### config.mk
export PLATFORM = sky130hd
export DESIGN_NAME = muldiv_seq
export DESIGN_NICKNAME = d
export VERILOG_FILES = /design/src/rtl/muldiv_seq.sv
export SDC_FILE = /design/constraint.sdc
export NUM_CORES = 1
export LEC_CHECK = 0
export ABC_AREA = 1
export BUFFER_PORTS_ARGS = -buffer_cell sky130_fd_sc_hd__buf_2
export CORE_ASPECT_RATIO = 1.1
export CORE_UTILIZATION = 50
export DETAILED_ROUTE_END_ITERATION = 6
export MAX_ROUTING_LAYER = met4
export PLACE_DENSITY = 0.79
export SKIP_LAST_GASP = 1
export SLEW_MARGIN = 5
export SYNTH_ARGS = -nofsm -noshare
export SYNTH_HDL_FRONTEND = slang
export SYNTH_SLANG_ARGS = --single-unit
### constraint.sdc
create_clock -name clk -period 3.6 [get_ports clk]
set_clock_uncertainty 0.05 [all_clocks]
set_input_delay 0.54 -clock clk [delete_from_list [all_inputs] [get_ports clk]]
set_output_delay 0.54 -clock clk [all_outputs]
set_load 0.1 [all_outputs]
### src/rtl/muldiv_seq.sv
// muldiv_seq: iterative MULT/MULTU/DIV/DIVU sequencer for the EX stage.
// It runs a radix-2 shift-add multiply or a restoring divide, one bit per cycle,
// and takes WIDTH+1 cycles from accept to done. A divide by zero takes one cycle.
// While the loop runs it holds the pipeline through stallreq.
// It writes HI/LO with a one-cycle done/whi/wlo pulse. A flush drops the operation.
// Ports:
//   clk, rst      - clock, synchronous active-high reset
//   start, op_sel - request and opcode (00 MULT, 01 MULTU, 10 DIV, 11 DIVU)
//   opa, opb      - rs / rt operands, sampled only in the accept cycle
//   flush         - abort; no HI/LO write follows
//   busy, stallreq, done, whi, wlo - status / write enables
//   wHiData, wLoData - results, held between writes
module muldiv_seq #(
  parameter int WIDTH = 32
) (
  input  logic             clk,
  input  logic             rst,
  input  logic             start,
  input  logic [1:0]       op_sel,
  input  logic [WIDTH-1:0] opa,
  input  logic [WIDTH-1:0] opb,
  input  logic             flush,
  output logic             busy,
  output logic             stallreq,
  output logic             done,
  output logic             whi,
  output logic             wlo,
  output logic [WIDTH-1:0] wHiData,
  output logic [WIDTH-1:0] wLoData
);

  localparam int CW = $clog2(WIDTH);

  typedef enum logic [1:0] {S_IDLE, S_CALC, S_DONE} state_t;

  state_t             state_q, state_d;
  logic               div_q, div_d;
  logic               sgnq_q, sgnq_d;   // sign of quotient / product
  logic               sgnr_q, sgnr_d;   // sign of remainder (dividend sign)
  logic [CW-1:0]      cnt_q, cnt_d;
  logic [WIDTH-1:0]   b_q, b_d;         // multiplicand or divisor magnitude
  logic [2*WIDTH-1:0] acc_q, acc_d;     // mult: {hi, multiplier}; div: low half = dividend/quotient
  logic [WIDTH-1:0]   rem_q, rem_d;     // partial remainder (always < divisor)
  logic [WIDTH-1:0]   hi_q, hi_d;
  logic [WIDTH-1:0]   lo_q, lo_d;

  logic               in_div, in_signed;
  logic [WIDTH-1:0]   abs_a, abs_b;
  logic [WIDTH:0]     add_sum;
  logic [2*WIDTH-1:0] mul_next, prod_fix;
  logic [WIDTH:0]     shl;              // shifted partial remainder needs one extra bit
  logic               ge;
  logic [WIDTH-1:0]   rem_next, quo_next, quo_fix, rem_fix;

  assign in_div    = op_sel[1];
  assign in_signed = ~op_sel[0];
  assign abs_a     = (in_signed && opa[WIDTH-1]) ? -opa : opa;
  assign abs_b     = (in_signed && opb[WIDTH-1]) ? -opb : opb;

  // Multiply step: conditionally add multiplicand to the high half, then shift
  // the whole accumulator right, keeping the carry as the new top bit.
  assign add_sum  = {1'b0, acc_q[2*WIDTH-1:WIDTH]} + (acc_q[0] ? {1'b0, b_q} : '0);
  assign mul_next = {add_sum, acc_q[WIDTH-1:1]};
  assign prod_fix = sgnq_q ? -mul_next : mul_next;

  // Restoring divide step: shift in the next dividend bit, subtract if it fits.
  assign shl      = {rem_q, acc_q[WIDTH-1]};
  assign ge       = (shl >= {1'b0, b_q});
  assign rem_next = ge ? WIDTH'(shl - {1'b0, b_q}) : shl[WIDTH-1:0];
  assign quo_next = {acc_q[WIDTH-2:0], ge};
  assign quo_fix  = sgnq_q ? -quo_next : quo_next;
  assign rem_fix  = sgnr_q ? -rem_next : rem_next;

  always_comb begin
    state_d = state_q;
    div_d   = div_q;
    sgnq_d  = sgnq_q;
    sgnr_d  = sgnr_q;
    cnt_d   = cnt_q;
    b_d     = b_q;
    acc_d   = acc_q;
    rem_d   = rem_q;
    hi_d    = hi_q;
    lo_d    = lo_q;

    busy     = (state_q == S_CALC);
    stallreq = (state_q == S_CALC) || ((state_q == S_IDLE) && start && !flush);
    done     = (state_q == S_DONE) && !flush;
    whi      = done;
    wlo      = done;

    case (state_q)
      S_IDLE: begin
        if (start && !flush) begin
          div_d  = in_div;
          sgnq_d = in_signed && (opa[WIDTH-1] ^ opb[WIDTH-1]);
          sgnr_d = in_signed && opa[WIDTH-1];
          cnt_d  = '0;
          rem_d  = '0;
          if (in_div) begin
            b_d   = abs_b;
            acc_d = {{WIDTH{1'b0}}, abs_a};
          end else begin
            b_d   = abs_a;
            acc_d = {{WIDTH{1'b0}}, abs_b};
          end
          if (in_div && (opb == '0)) begin
            // Divide by zero: skip the loop, HI gets the raw dividend.
            hi_d    = opa;
            lo_d    = '1;
            state_d = S_DONE;
          end else begin
            state_d = S_CALC;
          end
        end
      end
      S_CALC: begin
        if (flush) begin
          state_d = S_IDLE;
        end else begin
          cnt_d = cnt_q + CW'(1);
          if (div_q) begin
            acc_d[WIDTH-1:0] = quo_next;
            rem_d            = rem_next;
          end else begin
            acc_d = mul_next;
          end
          if (cnt_q == CW'(WIDTH - 1)) begin
            // Final iteration: register the sign-corrected result for DONE.
            state_d = S_DONE;
            if (div_q) begin
              hi_d = rem_fix;
              lo_d = quo_fix;
            end else begin
              hi_d = prod_fix[2*WIDTH-1:WIDTH];
              lo_d = prod_fix[WIDTH-1:0];
            end
          end
        end
      end
      S_DONE: begin
        state_d = S_IDLE;
      end
      default: begin
        state_d = S_IDLE;
      end
    endcase
  end

  always_ff @(posedge clk) begin
    if (rst) begin
      state_q <= S_IDLE;
      div_q   <= 1'b0;
      sgnq_q  <= 1'b0;
      sgnr_q  <= 1'b0;
      cnt_q   <= '0;
      b_q     <= '0;
      acc_q   <= '0;
      rem_q   <= '0;
      hi_q    <= '0;
      lo_q    <= '0;
    end else begin
      state_q <= state_d;
      div_q   <= div_d;
      sgnq_q  <= sgnq_d;
      sgnr_q  <= sgnr_d;
      cnt_q   <= cnt_d;
      b_q     <= b_d;
      acc_q   <= acc_d;
      rem_q   <= rem_d;
      hi_q    <= hi_d;
      lo_q    <= lo_d;
    end
  end

  assign wHiData = hi_q;
  assign wLoData = lo_q;

endmodule

==> metrics.md, run 1 <==
| Metric | Value |
|---|---|
| Boundary pin count | 139 |
| Least setup slack across all paths after layout | 41.2 ps |
| Violation count after the first detailed-routing iteration | 3160 |
| Number of cell rows | 75 |
| Number of antenna violations at the first check in global routing | 3 |
| H-tree depth | 1 |
| DP Wirelength | 67.5 mm |
| Overall die height | 209 microns |
| Startpoint-to-endpoint class of the critical path | reg2reg |
| Seq/Total Area, Yosys | 20.8% |
| DR vias/cell | 5.85 |
| First-pass GRT wire length | 125 mm |
| Effective utilization at floorplan | 50.8% |
| Transition time at the pin with the least slew margin | 868 ps |
| Total negative slack | 0 ps |
| Count of endpoints failing setup in the final report | 0 |
| CTS sink count | 202 |
| Req. time, crit path | 4030 ps |
| Share of layout cells above drive strength 1 | 18.5% |
| Deepest clock path buffer count | 3 |
| Peak fanout along the critical path | 26 |
| Number of iterations in the first detailed-routing pass | 7 |
| Clock tree from TritonCTS | yes |
| Setup crit start kind | register |
| Placeable core region | 38200 sq um |
| Pin count of the biggest net entering global routing | 118 |
| Unrepaired setup endpoints after global routing | yes |
| DRC viols | 1 |
| Prevailing post-synth register cell | sky130_fd_sc_hd__dfxtp_1 |
| Post-layout power | 13300 uW |
| Data arrival, critical path | 3990 ps |
| Proportion of synthesized flip-flops having asynchronous set or reset | 0% |
| Minimum hold slack | 218 ps |
| Period utilisation layout | 98.9% |
| Status | complete, but fails checks |
| Clock latency reported for the late side of the worst-skew pair | 570 ps |
| Synth unique cells | 59 |
| Shortest clock period the worst path allows after layout | 3560 ps |
| Relative slew slack | 42.1% |
| Synth Instances | 3377 |
| Number of buffers inserted during clock tree synthesis | 26 |
| Synth Area per Inst | 5.75 sq um |
| Sum of routed wire length over all layers | 85.6 mm |
| CTS Hold Buffers Added | 0 |
| Worst Setup Slack post-DPL | -225 ps |
| Routed length per instance | 20.6 microns |
| Post-detailed-route count of antenna-violating nets | 0 |
| Aggregate global-route resource usage | 42.8% |
| Synthesized flop and latch total | 202 |
| Post-synth design cell area | 19400 sq um |
| Final Wtd Congestion | 1.09 |
| Pwr/cell area | 558 nW/um^2 |
| DIE AREA | 39600 sq um |
| Worst hold path class | in2reg |
| Leakage component of the power | 0.0120 uW |
| Clock transition time at the flip-flop clock pins of the worst setup and hold paths | 60 ps |
| Violations in the final reports | design-rule violations |
| Number of warnings printed during yosys synthesis | 0 |
| Global route overflow | 0 |
| Overall die width | 190 microns |
| Number of synthesized flops with an enable pin | 0 |
| Syn nets | 3520 |
| Max-cap violations | 0 |
| Peak supply drop | 459 uV |
| Final hold violation count | 0 |
| Overall via count from detail_route | 24200 |
| Layout Area Growth over Synthesis | 22.8% |
| Via count of the first global-routing pass | 21800 |
| Clock root buffer | sky130_fd_sc_hd__clkbuf_16 |
| Critical path capture point type | register |
| Final nets | 3764 |
| Fmax | 281 MHz |
| Fin. max-slew vios | 0 |
| I/O Buffers | 138 |
==> sequential cells by signal (all words and copies together) (netlist names) <==
name     flops
state_q      2
sgnq_q       1
wHiData     32
b_q         32
acc_q       64
sgnr_q       1
wLoData     32
cnt_q        5
rem_q       32
div_q        1
==> routing by layer <==
metal | wire (microns) | vias to the layer above | track usage, % | part of all wire [%]
met3 | 9580 | 356 | 8.30 | 11
met5 | 0 | - | - | 0
li1 | - | 11500 | - | -
met4 | 6610 | 0 | 26.6 | 7.7
met2 | 36900 | 1490 | 64.2 | 43
met1 | 32500 | 10900 | 52.5 | 38
==> cell type report <==
| class | count | area [sq um] |
|---|---|---|
| antenna | 4 | 10.0 |
| clock buffer | 35 | 744 |
| clock inverter | 13 | 163 |
| fill | 3732 | 14400 |
| inverter | 489 | 1840 |
| multi-input combinational | 2539 | 13900 |
| sequential | 202 | 4080 |
| tap | 500 | 626 |
| timing repair buffer | 363 | 2480 |
==> worst max-delay path, cell delays in order, from the launching register on <==
cell	delay (ps)
sky130_fd_sc_hd__dfxtp_2	340
sky130_fd_sc_hd__buf_12	160
sky130_fd_sc_hd__nand2_1	110
sky130_fd_sc_hd__inv_1	90
sky130_fd_sc_hd__ha_4	310
sky130_fd_sc_hd__nand2_1	120
sky130_fd_sc_hd__inv_1	100
sky130_fd_sc_hd__nand2_1	140
sky130_fd_sc_hd__nor3_4	280
sky130_fd_sc_hd__nand4_1	230
sky130_fd_sc_hd__nand3_1	140
sky130_fd_sc_hd__nand2_1	70
sky130_fd_sc_hd__nand2_2	90
sky130_fd_sc_hd__nand2_1	80
sky130_fd_sc_hd__nor2_2	130
sky130_fd_sc_hd__nand2_1	100
sky130_fd_sc_hd__o21ai_0	260
sky130_fd_sc_hd__or2_2	160
sky130_fd_sc_hd__nand3_1	150
sky130_fd_sc_hd__nand3_1	170
sky130_fd_sc_hd__nand2_1	60
sky130_fd_sc_hd__a21oi_1	120
==> where the power goes <==
group / leakage, uW / switching, uW / internal [uW]
Clock: 0.000446 / 1150 / 1670
Sequential: 0.00165 / 174 / 2360
Combinational: 0.00993 / 5080 / 2860
Total: 0.0120 / 6410 / 6890
==> through the flow <==
stage | utilization (%) | cell area, sq um | std cells
4_1_cts | 59.7 | 22800 | 4130
2_1_floorplan | - | 19400 | 3377
5_1_grt | 62.4 | 23800 | 4144
3_5_place_dp | 57.2 | 21800 | 4080
3_3_place_gp | 57.2 | 21800 | 4080
6_report | 62.4 | 23800 | 4145
==> cell families after synthesis <==
| logic type | synth area share, % |
|---|---|
| compound gates | 18.8 |
| fa+ha+maj | 4.78 |
| flops | 20.8 |
| xor+xnor | 4.83 |
| buf+inv | 12.7 |
| simple gates | 38.1 |
==> path summary, 6_finish.rpt <==
path	start	to	slack (ps)	depth (start not counted)
worst max-delay path	acc_q[0]	wHiData[20]	40	21
worst min-delay path	start	state_q[0]	220	3
worst max register to register	acc_q[0]	wHiData[20]	40	21
worst min register to register	wHiData[8]	wHiData[8]	410	2
==> what timing repair did <==
action | 4_1_cts | 5_1_grt
setup buffers | 2 | 11
gates resized for setup | 14 | 201
pin swaps | 2 | 25
cloned | 0 | 0
endpoints found under the setup margin | 25 | 31
endpoints found under the hold margin | 0 | 0
==> placed cells by master (no fill, tap or decap), types with 54 or more instances in the layout <==
| cell | synthesis | final |
|---|---|---|
| sky130_fd_sc_hd__buf_2 | 7 | 137 |
| sky130_fd_sc_hd__nand3_1 | 230 | 220 |
| sky130_fd_sc_hd__nand2_2 | 19 | 54 |
| sky130_fd_sc_hd__a21oi_1 | 249 | 237 |
| sky130_fd_sc_hd__nand2_1 | 1021 | 985 |
| sky130_fd_sc_hd__inv_1 | 476 | 468 |
| sky130_fd_sc_hd__xor2_1 | 89 | 84 |
| sky130_fd_sc_hd__o21ai_0 | 152 | 147 |
| sky130_fd_sc_hd__dfxtp_1 | 202 | 187 |
| sky130_fd_sc_hd__nor2_1 | 315 | 273 |
| sky130_fd_sc_hd__buf_4 | 5 | 218 |
==> Yosys cell counts (all sizes together) (33+ instances only) <==
cell type  count  area, sq um
a31oi         33          206
inv          483         1810
xor2          89          780
a221oi        46          403
nor3          39          210
o211ai        40          300
clkbuf       118          443
ha            71          888
dfxtp        202         4040
nand3        234         1200
a21oi        255         1310
o21ai        166          842
nor2         336         1370
nand4         43          269
nand2       1044         4010
No activity file was read; power rests on OpenSTA's default activity.
==> run 2: changes to the inputs <==
Settings changed: BUFFER_PORTS_ARGS -buffer_cell sky130_fd_sc_hd__buf_2 to -buffer_cell sky130_fd_sc_hd__buf_4.
==> run 2 against run 1 <==
The flow still finishes with violations (design-rule violations). Maximum frequency increased by 0.15%. Die area unchanged. Global-route usage increased by 0.39 points. Via count increased by 1.9%. Combinational power increased by 9.4%. Critical path type unchanged. Hold slack got worse by 18 ps.
==> metrics.md, run 2 (same netlist as run 1, synthesis figures left out) <==
| Metric | Value |
|---|---|
| Number of buffers inserted during clock tree synthesis | 25 (was 26) |
| CTS Hold Buffers Added | 0 (unchanged) |
| Number of cell rows | 75 (unchanged) |
| Startpoint of the lowest-slack register-to-register path | acc_q[0] (unchanged) |
| Routed length per instance | 20.2 microns (was 20.6 microns) |
| Critical path capture point type | register (unchanged) |
| Cell family with the largest share of critical-path delay | simple AND/OR/NAND/NOR gates (unchanged) |
| Sum of routed wire length over all layers | 86.1 mm (was 85.6 mm) |
| Peak fanout along the critical path | 18 (was 26) |
| Clock tree from TritonCTS | yes (unchanged) |
| Fill cell count | 3577 (was 3732) |
| Post-layout power | 14000 uW (was 13300 uW) |
| Reg-to-reg setup timing slack | 50 ps (was 40 ps) |
| Longest individual stage delay on the worst path | 360 ps (was 340 ps) |
| Final nets | 3880 (was 3764) |
| Number of iterations in the first detailed-routing pass | 7 (unchanged) |
| Relative slew slack | 43.4% (was 42.1%) |
| Aggregate global-route resource usage | 43.2% (was 42.8%) |
| Deepest clock path buffer count | 3 (unchanged) |
| Leading cell type in the layout, fill and taps excluded | sky130_fd_sc_hd__nand2_1 (unchanged) |
| Start point of the critical path | acc_q[0] (unchanged) |
| Post-Place Cells | 4191 (was 4080) |
| Reg-to-reg endpoint | wHiData[18] (was wHiData[20]) |
| Clock root buffer | sky130_fd_sc_hd__clkbuf_16 (unchanged) |
| Final hold violation count | 0 (unchanged) |
| Logic depth of the worst setup path including buffers | 22 (was 21) |
| Status | complete, but fails checks (unchanged) |
| Cell Count, Final, Fillers Out | 4257 (was 4145) |
| Pin count of the biggest net entering global routing | 88 (was 118) |
| Effective utilization at floorplan | 50.8% (unchanged) |
| Max-cap violations | 0 (unchanged) |
| CTS sink count | 202 (unchanged) |
| Cell-by-cell trace of the critical path | buf_12 -> nand2_1 -> inv_1 -> ha_1 -> buf_4 -> nand2_1 -> inv_1 -> nand2_1 -> nand2_2 -> xnor2_1 -> nand2_1 -> inv_1 -> nand3_1 -> nor2_1 -> nand3_1 -> nand2_1 -> o21ai_0 -> or2_2 -> nand3_1 -> nand3_1 -> nand2_1 -> a21oi_1 (was buf_12 -> nand2_1 -> inv_1 -> ha_4 -> nand2_1 -> inv_1 -> nand2_1 -> nor3_4 -> nand4_1 -> nand3_1 -> nand2_1 -> nand2_2 -> nand2_1 -> nor2_2 -> nand2_1 -> o21ai_0 -> or2_2 -> nand3_1 -> nand3_1 -> nand2_1 -> a21oi_1) |
| Peak supply drop | 478 uV (was 459 uV) |
| Startpoint-to-endpoint class of the critical path | reg2reg (unchanged) |
| Fmax | 281 MHz (about the same) |
| Number of antenna violations at the first check in global routing | 0 (was 3) |
| DP Wirelength | 68.2 mm (was 67.5 mm) |
| I/O Buffers | 138 (unchanged) |
| Unrepaired setup endpoints after global routing | yes (unchanged) |
| First-pass GRT wire length | 127 mm (was 125 mm) |
| Overall die width | 190 microns (unchanged) |
| Final Wtd Congestion | 1.09 (about the same) |
| Via count of the first global-routing pass | 22000 (was 21800) |
| Violations in the final reports | design-rule violations (unchanged) |
| Worst hold path class | in2reg (unchanged) |
| DRC viols | 5 (was 1) |
| Count of endpoints failing setup in the final report | 0 (unchanged) |
| Global route overflow | 0 (unchanged) |
| Data arrival, critical path | 3930 ps (was 3990 ps) |
| Pwr/cell area | 559 nW/um^2 (was 558 nW/um^2) |
| Shortest clock period the worst path allows after layout | 3550 ps (was 3560 ps) |
| Transition time at the pin with the least slew margin | 849 ps (was 868 ps) |
| Reg with most FFs | acc_q (unchanged) |
| Max reg flops | 64 (unchanged) |
| Buffering stage count on the worst path with inverters included | 5 (was 3) |
| Crit path to | wHiData[18] (was wHiData[20]) |
| Overall via count from detail_route | 24700 (was 24200) |
| Layout Area Growth over Synthesis | 28.6% (was 22.8%) |
| Length in cells of the worst reg-to-reg path | 22 (was 21) |
| Clock transition time at the flip-flop clock pins of the worst setup and hold paths | 60 ps (about the same) |
| DIE AREA | 39600 sq um (unchanged) |
| Setup crit start kind | register (unchanged) |
| Clock latency reported for the late side of the worst-skew pair | 590 ps (was 570 ps) |
| Boundary pin count | 139 (unchanged) |
| Period utilisation layout | 98.7% (was 98.9%) |
| Leakage component of the power | 0.0126 uW (was 0.0120 uW) |
| Slowest CP cell | sky130_fd_sc_hd__or2_2 (was sky130_fd_sc_hd__dfxtp_2) |
| Share of layout cells above drive strength 1 | 21.2% (was 18.5%) |
| Placeable core region | 38200 sq um (unchanged) |
| DR vias/cell | 5.80 (was 5.85) |
| Violation count after the first detailed-routing iteration | 3254 (was 3160) |
| H-tree depth | 1 (unchanged) |
| Fin. max-slew vios | 0 (unchanged) |
| Post-detailed-route count of antenna-violating nets | 0 (unchanged) |
| Highest-count cells in the layout ignoring fill and taps | sky130_fd_sc_hd__nand2_1 (992), sky130_fd_sc_hd__buf_4 (468), sky130_fd_sc_hd__inv_1 (450) (was sky130_fd_sc_hd__nand2_1 (985), sky130_fd_sc_hd__inv_1 (468), sky130_fd_sc_hd__nor2_1 (273)) |
| Req. time, crit path | 3980 ps (was 4030 ps) |
| Overall die height | 209 microns (unchanged) |
| Dominant cell type by count on the critical path | sky130_fd_sc_hd__nand2_1 (unchanged) |
[run 2: cell types whose count changed in the layout (fill, tap and decap cells not counted), moves of 7 or more]
cell,previous run,this run
sky130_fd_sc_hd__inv_1,468,450
sky130_fd_sc_hd__buf_2,137,0
sky130_fd_sc_hd__buf_4,218,468
sky130_fd_sc_hd__nand2_1,985,992
sky130_fd_sc_hd__inv_2,16,33
sky130_fd_sc_hd__nand2_2,54,46
sky130_fd_sc_hd__dfxtp_2,9,16
[run 2: power breakdown]
| part | switching [uW] | internal [uW] | total [uW] |
|---|---|---|---|
| registers | 178 | 2360 | 2540 |
| clock network | 1160 | 1580 | 2740 |
| logic | 5270 | 3420 | 8690 |
| total | 6610 | 7350 | 14000 |
[run 2: cell type report]
| type | instances | area (sq um) | area share (%) |
|---|---|---|---|
| Multi-Input combinational cell | 2541 | 13800 | 55.5 |
| Sequential cell | 202 | 4080 | 16.3 |
| Timing Repair Buffer | 478 | 3700 | 14.8 |
| Inverter | 489 | 1840 | 7.37 |
| Clock buffer | 30 | 684 | 2.74 |
| Tap cell | 500 | 626 | 2.51 |
| Clock inverter | 15 | 179 | 0.717 |
| Antenna cell | 2 | 5.00 | 0.0201 |
[run 2: repair_timing]
item,CTS,global route
endpoints found under the setup margin,11,29
gates resized for setup,10,210
pin swaps,4,30
hold endpoints to repair,0,0
setup buffers,3,14
gates cloned,1,1
[run 2: how the worst min path moves through the flow]
stage                          start          to  slack (ps)  cells after the start
after floorplan            acc_q[32]   acc_q[32]         400                      2
after global placement    wHiData[4]  wHiData[4]         400                      2
after detailed placement  wHiData[6]  wHiData[6]         410                      2
after CTS                      start  state_q[0]         200                      3
after global routing           start  state_q[0]         230                      3
final                          start  state_q[0]         200                      3
[run 2: layer usage]
layer / global-route usage (%) / routed length [microns]
met2: 63.4 / 36600
met5: - / 0
met4: 20.9 / 5230
met1: 57.1 / 34400
met3: 7.10 / 9960
[run 2: stage by stage]
step | utilization [%] | hold slack [ps] | area, sq um | worst slack, ps | TNS [ps]
after floorplan | - | 395 | 19400 | 398 | 0
after global placement | 60.3 | 402 | 23000 | -71.7 | -276
after detailed placement | 60.3 | 409 | 23000 | -83.0 | -315
after CTS | 62.7 | 204 | 23900 | 9.10 | 0
after global routing | 65.3 | 227 | 25000 | -96.5 | -718
final | 65.3 | 200 | 25000 | 46.5 | 0
[run 2: worst reg2reg max path, cell delays in order, from the launching register on]
cell and delay, ps:
sky130_fd_sc_hd__dfxtp_2 340, sky130_fd_sc_hd__buf_12 150, sky130_fd_sc_hd__nand2_1 60, sky130_fd_sc_hd__inv_1 40, sky130_fd_sc_hd__ha_1 310, sky130_fd_sc_hd__buf_4 160, sky130_fd_sc_hd__nand2_1 150, sky130_fd_sc_hd__inv_1 60
sky130_fd_sc_hd__nand2_1 80, sky130_fd_sc_hd__nand2_2 100, sky130_fd_sc_hd__xnor2_1 310, sky130_fd_sc_hd__nand2_1 160, sky130_fd_sc_hd__inv_1 100, sky130_fd_sc_hd__nand3_1 90, sky130_fd_sc_hd__nor2_1 170, sky130_fd_sc_hd__nand3_1 110
sky130_fd_sc_hd__nand2_1 120, sky130_fd_sc_hd__o21ai_0 170, sky130_fd_sc_hd__or2_2 360, sky130_fd_sc_hd__nand3_1 80, sky130_fd_sc_hd__nand3_1 100, sky130_fd_sc_hd__nand2_1 90, sky130_fd_sc_hd__a21oi_1 60
